<file path="src/rtl/mem_port_arbiter.sv">
// Single-ported memory arbiter between instruction fetch and MEM-stage data access.
// One outstanding req/gnt/rvalid transaction; data has priority, bounded IF starvation.
module mem_port_arbiter #(
    parameter int unsigned ADDR_W     = 32,
    parameter int unsigned DATA_W     = 32,
    parameter int unsigned STARVE_MAX = 3
) (
    input  logic                  i_clk,
    input  logic                  i_reset,
    input  logic                  i_if_req,
    input  logic [ADDR_W-1:0]     i_if_addr,
    output logic [DATA_W-1:0]     o_if_rdata,
    output logic                  o_if_valid,
    input  logic                  i_d_read,
    input  logic                  i_d_write,
    input  logic [ADDR_W-1:0]     i_d_addr,
    input  logic [DATA_W-1:0]     i_d_wdata,
    input  logic [DATA_W/8-1:0]   i_d_wstrb,
    output logic [DATA_W-1:0]     o_d_rdata,
    output logic                  o_d_valid,
    output logic                  o_stall_if,
    output logic                  o_stall_mem,
    output logic                  o_mem_req,
    output logic                  o_mem_we,
    output logic [ADDR_W-1:0]     o_mem_addr,
    output logic [DATA_W-1:0]     o_mem_wdata,
    output logic [DATA_W/8-1:0]   o_mem_wstrb,
    input  logic                  i_mem_gnt,
    input  logic                  i_mem_rvalid,
    input  logic [DATA_W-1:0]     i_mem_rdata,
    output logic                  o_err_spur
);

    localparam int unsigned STRB_W = DATA_W / 8;
    localparam int unsigned CNT_W  = 4;

    typedef enum logic [1:0] {
        S_IDLE = 2'd0,
        S_REQ  = 2'd1,
        S_RESP = 2'd2
    } state_t;

    state_t              r_state;
    logic                r_owner_d;
    logic                r_mem_req;
    logic                r_mem_we;
    logic [ADDR_W-1:0]   r_mem_addr;
    logic [DATA_W-1:0]   r_mem_wdata;
    logic [STRB_W-1:0]   r_mem_wstrb;
    logic [DATA_W-1:0]   r_if_rdata;
    logic                r_if_valid;
    logic [DATA_W-1:0]   r_d_rdata;
    logic                r_d_valid;
    logic                r_err_spur;
    logic [CNT_W-1:0]    r_starve;

    state_t              w_state_nx;
    logic                w_owner_d_nx;
    logic                w_mem_req_nx;
    logic                w_mem_we_nx;
    logic [ADDR_W-1:0]   w_mem_addr_nx;
    logic [DATA_W-1:0]   w_mem_wdata_nx;
    logic [STRB_W-1:0]   w_mem_wstrb_nx;
    logic [DATA_W-1:0]   w_if_rdata_nx;
    logic                w_if_valid_nx;
    logic [DATA_W-1:0]   w_d_rdata_nx;
    logic                w_d_valid_nx;
    logic                w_err_spur_nx;
    logic [CNT_W-1:0]    w_starve_nx;

    logic                w_d_want;
    logic                w_if_want;
    logic                w_starved;
    logic                w_grant_d;
    logic                w_grant_if;

    // Requests eligible for arbitration: a port completing this cycle sits out one cycle.
    assign w_d_want   = (i_d_read | i_d_write) & ~r_d_valid;
    assign w_if_want  = i_if_req & ~r_if_valid;
    assign w_starved  = w_if_want & (r_starve == CNT_W'(STARVE_MAX));
    assign w_grant_d  = w_d_want & ~w_starved;
    assign w_grant_if = w_if_want & ~w_grant_d;

    // Next-state and next-register logic for the transaction sequencer.
    always_comb begin
        w_state_nx     = r_state;
        w_owner_d_nx   = r_owner_d;
        w_mem_req_nx   = r_mem_req;
        w_mem_we_nx    = r_mem_we;
        w_mem_addr_nx  = r_mem_addr;
        w_mem_wdata_nx = r_mem_wdata;
        w_mem_wstrb_nx = r_mem_wstrb;
        w_if_rdata_nx  = r_if_rdata;
        w_if_valid_nx  = 1'b0;
        w_d_rdata_nx   = r_d_rdata;
        w_d_valid_nx   = 1'b0;
        w_starve_nx    = r_starve;
        w_err_spur_nx  = r_err_spur | (i_mem_rvalid & (r_state != S_RESP));

        case (r_state)
            S_IDLE: begin
                if (!i_if_req) begin
                    w_starve_nx = '0;
                end
                if (w_grant_d) begin
                    w_state_nx     = S_REQ;
                    w_owner_d_nx   = 1'b1;
                    w_mem_req_nx   = 1'b1;
                    w_mem_we_nx    = i_d_write;
                    w_mem_addr_nx  = i_d_addr;
                    w_mem_wdata_nx = i_d_write ? i_d_wdata : '0;
                    w_mem_wstrb_nx = i_d_write ? i_d_wstrb : '0;
                    if (i_if_req && (r_starve != CNT_W'(STARVE_MAX))) begin
                        w_starve_nx = r_starve + CNT_W'(1);
                    end
                end else if (w_grant_if) begin
                    w_state_nx     = S_REQ;
                    w_owner_d_nx   = 1'b0;
                    w_mem_req_nx   = 1'b1;
                    w_mem_we_nx    = 1'b0;
                    w_mem_addr_nx  = i_if_addr;
                    w_mem_wdata_nx = '0;
                    w_mem_wstrb_nx = '0;
                    w_starve_nx    = '0;
                end
            end
            S_REQ: begin
                if (i_mem_gnt) begin
                    w_state_nx   = S_RESP;
                    w_mem_req_nx = 1'b0;
                end
            end
            S_RESP: begin
                if (i_mem_rvalid) begin
                    w_state_nx = S_IDLE;
                    if (r_owner_d) begin
                        w_d_valid_nx = 1'b1;
                        if (!r_mem_we) begin
                            w_d_rdata_nx = i_mem_rdata;
                        end
                    end else begin
                        w_if_valid_nx = 1'b1;
                        w_if_rdata_nx = i_mem_rdata;
                    end
                end
            end
            default: begin
                w_state_nx   = S_IDLE;
                w_mem_req_nx = 1'b0;
            end
        endcase
    end

    // State and output registers with synchronous reset.
    always_ff @(posedge i_clk) begin
        if (i_reset) begin
            r_state     <= S_IDLE;
            r_owner_d   <= 1'b0;
            r_mem_req   <= 1'b0;
            r_mem_we    <= 1'b0;
            r_mem_addr  <= '0;
            r_mem_wdata <= '0;
            r_mem_wstrb <= '0;
            r_if_rdata  <= '0;
            r_if_valid  <= 1'b0;
            r_d_rdata   <= '0;
            r_d_valid   <= 1'b0;
            r_err_spur  <= 1'b0;
            r_starve    <= '0;
        end else begin
            r_state     <= w_state_nx;
            r_owner_d   <= w_owner_d_nx;
            r_mem_req   <= w_mem_req_nx;
            r_mem_we    <= w_mem_we_nx;
            r_mem_addr  <= w_mem_addr_nx;
            r_mem_wdata <= w_mem_wdata_nx;
            r_mem_wstrb <= w_mem_wstrb_nx;
            r_if_rdata  <= w_if_rdata_nx;
            r_if_valid  <= w_if_valid_nx;
            r_d_rdata   <= w_d_rdata_nx;
            r_d_valid   <= w_d_valid_nx;
            r_err_spur  <= w_err_spur_nx;
            r_starve    <= w_starve_nx;
        end
    end

    assign o_mem_req   = r_mem_req;
    assign o_mem_we    = r_mem_we;
    assign o_mem_addr  = r_mem_addr;
    assign o_mem_wdata = r_mem_wdata;
    assign o_mem_wstrb = r_mem_wstrb;
    assign o_if_rdata  = r_if_rdata;
    assign o_if_valid  = r_if_valid;
    assign o_d_rdata   = r_d_rdata;
    assign o_d_valid   = r_d_valid;
    assign o_err_spur  = r_err_spur;
    assign o_stall_if  = i_if_req & ~r_if_valid;
    assign o_stall_mem = (i_d_read | i_d_write) & ~r_d_valid;

endmodule

</file>
<file path="config.mk">
export PLATFORM = sky130hd
export DESIGN_NAME = mem_port_arbiter
export DESIGN_NICKNAME = d
export VERILOG_FILES = /design/src/rtl/mem_port_arbiter.sv
export SDC_FILE = /design/constraint.sdc
export NUM_CORES = 1
export LEC_CHECK = 0
export CORE_MARGIN = 5
export CORE_UTILIZATION = 30
export DETAILED_ROUTE_END_ITERATION = 7
export PLACE_DENSITY = 0.72
export SLEW_MARGIN = 20
export SYNTH_ARGS = -nofsm -noshare
export SYNTH_HDL_FRONTEND = slang
export SYNTH_SLANG_ARGS = --single-unit
</file>
<file path="constraint.sdc">
create_clock -name i_clk -period 1.5 [get_ports i_clk]
set_input_delay 0.15 -clock i_clk [delete_from_list [all_inputs] [get_ports i_clk]]
set_output_delay 0.15 -clock i_clk [all_outputs]
set_load 0.01 [all_outputs]
</file>
### Word level (Yosys, flattened, before mapping)

Index checks and enable logic that the tools add are counted.

| storage, ports and cells | value |
|---|---|
| word-level logic and storage cells | 73 |
| register bits | 144 |
| bits of input ports | 139 |
| output and inout port bits | 139 |

| cells by class | value |
|---|---|
| reduce and logical (&&, ||, !) cells | 9 |
| bitwise gates (word level) | 16 |
| equal/unequal tests | 8 |
| add/subtract/negate cells | 1 |
| mux-type cells | 26 |

Operators by type and width:

| kind | number |
|---|---|
| $mux 32 | 5 |
| $mux 4 | 7 |
| $reduce_and 3->1 | 3 |
| $mux 1 | 8 |
| $mux 2 | 4 |
| $not 1->1 | 8 |
| $and 1x1->1 | 6 |
| $ne 2x2->1 const B | 3 |
| $pmux 2 s3 | 1 |
| $add 4x1->4 const B | 1 |
| $eq 4x2->1 const B | 1 |
| $ne 4x2->1 const B | 1 |
| $reduce_and 4->1 | 1 |
| $ne 3x3->1 const B | 1 |
| $pmux 1 s3 | 1 |
| $reduce_or 3->1 | 1 |
| $eq 2x1->1 const B | 1 |
| $eq 2x2->1 const B | 1 |
| $logic_not 2->1 | 1 |
| $or 1x1->1 | 2 |
| $reduce_and 2->1 | 1 |
| $reduce_bool 2->1 | 1 |
| $logic_and 1x1->1 | 1 |

### Longest topological paths before layout

| logic depth | value |
|---|---|
| depth after elaboration | 10 |
| depth in mapped cells | 7 |
| mapped depth without buffers | 5 |

### Worst setup path before layout

No wires, ideal clock.

| timing | value |
|---|---|
| path type | register to register |
| start | register r_starve[0] |
| end | register r_mem_addr[10] (netlist: o_mem_addr[10]) |
| data required time | 1.414 ns |
| clock period less this slack | 1.605 ns |
| slack | -0.105 ns |
| library setup time | 0.086 ns |
| path buffers | 1 |
| arrival time | 1.520 ns |
| stages on the path, launching flop included | 7 |
| path through | dfxtp_1 ha_1 nor3b_2 a21o_1 buf_2 nand2_1 a211oi_1 |

| on the way | value |
|---|---|
| longest elaborated chain between the ends | 8 |
| elaborated cells on any way between the ends | 9 |

RTL lines:

| item | line | source |
|---|---|---|
| from (decl) | 55 | `logic [CNT_W-1:0] r_starve;` |
| from (signal assigned) | 183 | `r_starve <= w_starve_nx;` |
| $eq 4x2->1 * | 80 | `assign w_starved = w_if_want & (r_starve == CNT_W'(STARVE_MAX));` |
| $and 1x1->1 * | 80 |  |
| $not 1->1 * | 81 | `assign w_grant_d = w_d_want & ~w_starved;` |
| $and 1x1->1 * | 81 |  |
| $not 1->1 | 82 | `assign w_grant_if = w_if_want & ~w_grant_d;` |
| $and 1x1->1 | 82 |  |
| $reduce_bool 2->1 (no source line) | -- |  |
| $reduce_and 2->1 (no source line) | -- |  |
| to (signal assigned) | 175 | `r_mem_addr <= w_mem_addr_nx;` |
| to (decl) | 47 | `logic [ADDR_W-1:0] r_mem_addr;` |

Mark *: on every way between the ends. The rest lies on a longest branch, timed or not.
A chain may end at the register's enable or synchronous reset.

### Final worst setup path

| timing | value |
|---|---|
| start | register r_starve[1] |
| end | register r_mem_addr[23] (netlist: o_mem_addr[23]) |

The elaborated chain is that of the path after synthesis.

==> results.md <==
- Status: finished, violations left
- Failing checks: negative setup slack
- Clock sink count: 144
- Fin. max-slew vios: 0
- CTS tree: built
- Chip height: 143.7 µm
- DR vias/cell: 5.058
- FF-to-FF Start: r_starve[1]
- I/O pin count: 278
- Hold Buf Count CTS: 0
- Row count: 48
- MaxCap Viol Count: 0
- CTS root buf: clkbuf_16
- Number of DRC markers in iteration 0: 307
- Top cell type by total area after synthesis: dfxtp_1
- Routed Antenna Nets: 0
- Synth top area share: 0.5377
- Power Dens Cells: 978.5 mW/mm²
- Hold Crit Class: input pin to register
- Routed len/inst: 19.35 µm
- Post-Synthesis Cells: 648
- Synth Net Count: 788
- Final hold vios: 0
- Post-synth EDFFs: 0
- Seq/Total Area, Yosys: 0.5377
- # diodes: 0
- Mean Syn Cell Area: 8.274 µm²
- Top cells by count, synth: nand2_1 (165), dfxtp_1 (144), a21oi_1 (100)
- TritonRoute pass-1 iters: 4
- Crit. End Element: register
- Mapped Area: 0.005361 mm²
- Initial antenna violation count: 1
- First-pass GRT wire length: 31610 µm
- Die W: 143.7 µm
- Hold path startpoint: i_reset
- GP Congestion: 0.8080
- Worst Setup SP: r_starve[1]
- Total CTS buffers: 17
- Critical Setup Path Class: register to register
- RSZ-0062 raised after global routing: true
- Async S/R FF share, synth: 0
- WP data required: 1.83 ns
- Setup TNS Final: -9.623 ns
- Total Nets Final: 1103
- Synth area leaders: dfxtp_1 (54%), nand2_1 (12%), a21oi_1 (9.3%), nor2_1 (5.5%), a22oi_1 (5.2%)
- Final HPWL from detailed placement: 13270 µm
- Core ar.: 0.01742 mm²
- Post-synth top flop: dfxtp_1
- Hold WS: 0.2040 ns
- Critical path arrival: 1.99 ns
- Clock slew at reported path FFs: 0.07 ns
- Max Clock Skew: 0.01671 ns
- Global route total overflow: 0
- Initial Util: 0.3078
- Global Route Usage Sum: 0.1943
- Leakage power: 5.359 nW
- Flip-flop and latch count after synthesis: 144
- Number of global-route vias before repair: 5804
- Worst Max-Slew Pin Slew: 0.4230 ns
- Fin crit share: 1.109
- Drt total wl: 23240 µm
- Share of cells above drive strength 1: 0.3453
- Fmax achieved: 601.2 MHz
- Area growth syn-to-layout: 109.0%
- CP Max Fanout: 7
- Worst slew margin: 0.7180
- Clock Latency Late Sink: 0.41 ns
- Worst setup margin: -0.1632 ns
- H-tree depth: 4
- Top-count cell post-synth: nand2_1
- Clock Tree Buf Depth: 2
- Die area: 0.02065 mm²
- Via count: 6075
- Final setup viols: 105
- Worst IR Drop VDD: 0.0007558 V
- Port-buffer cells: 277
- Startpoint Class: register
- Synth unique cells: 39
- Largest net degree at the start of global routing: 60
- Tmin final: 1.663 ns
- DRC errors left: 0
- Synth warnings: 0
- Fill cells: 1365
-- registers in the layout, indices dropped and copies added (netlist names) --
signal and count:
o_if_rdata 32, o_mem_wstrb 4, r_state 2, o_err_spur 1
o_mem_wdata 32, o_d_rdata 32, o_if_valid 1, r_owner_d 1
o_d_valid 1, o_mem_req 1, r_starve 4, o_mem_we 1
o_mem_addr 32
-- placed cells by master, fill, tap and decap left out, types with 3 or more instances in the layout --
master and count:
clkdlybuf4s50_1 193, dfxtp_1 140, nand2_1 83, nor2_1 78, dlymetal6s2s_1 69, a21oi_2 59
nand2_4 51, a21oi_1 41, a22oi_2 37, nand2_2 31, a211oi_2 30, buf_4 30
clkbuf_16 24, buf_12 20, dlygate4sd2_1 12, buf_16 9, buf_6 7, bufinv_16 4
o21ai_0 3, clkinvlp_4 3, clkbuf_8 3
-- logic make-up after synthesis --
logic type	after synthesis	share of synthesized area
AOI/OAI and AO/OA	188	0.2182
adders and majority gates	1	0.002333
buffers and inverters	54	0.04667
and+or+nand+nor	261	0.1951
DFF	144	0.5377
-- layout make-up --
cell class	count	area, µm²	share of cell area
clock buffers	20	466.7	0.04166
clock inverters	12	178.9	0.01597
inverters	1	3.754	0.0003350
multi-input cells	450	3336	0.2977
flip-flops and latches	144	2893	0.2582
well taps	225	281.5	0.02513
repair buffers	349	4044	0.3610
-- stage by stage --
step / total power [mW] / area [µm²] / std cells / utilization / setup WS, ns
2_1_floorplan: 4.864 / 5405 / 648 / - / -0.02297
3_3_place_gp: 5.887 / 8670 / 1135 / 0.4978 / -0.2492
3_5_place_dp: 5.901 / 8670 / 1135 / 0.4978 / -0.2759
4_1_cts: 10.85 / 9952 / 1185 / 0.5714 / -0.1255
5_1_grt: 11.41 / 11200 / 1201 / 0.6432 / -0.2274
6_report: 10.96 / 11200 / 1201 / 0.6432 / -0.1632
-- power breakdown --
part | total [mW] | internal [mW] | leakage, nW | switching (mW)
Clock | 4.64 | 2.93 | 0.309 | 1.71
Combinational | 2.18 | 1.20 | 3.87 | 0.980
Sequential | 4.15 | 4.02 | 1.18 | 0.126
-- per-layer routing --
metal	track usage	routed length, µm	up-vias
met4	0.05302	469	2
met3	0.06922	1891	41
met5	0	7	-
met1	0.2376	9446	2954
met2	0.3251	11420	230
li1	-	-	2848
-- worst paths after layout --
check,cells past startpoint,slack [ns],to
hold reg to reg,2,0.45,o_if_rdata[29]
hold / removal,2,0.20,r_starve[3]
setup reg to reg,7,-0.16,o_mem_addr[23]
setup / recovery,7,-0.16,o_mem_addr[23]
-- repair_timing --
item	CTS	global route
pin swaps	38	108
setup buffers	10	8
resized for setup	91	295
gates cloned	9	9
setup endpoints to repair	107	193
-- worst max-delay path, stage by stage, from the launching register on --
cell and delay [ns]:
dfxtp_2 0.35, ha_4 0.13, nor3b_4 0.31, buf_4 0.18, a21o_4 0.20, clkbuf_16 0.18, nand2_1 0.05, a211oi_1 0.18
(Power assumes the default switching activity.)
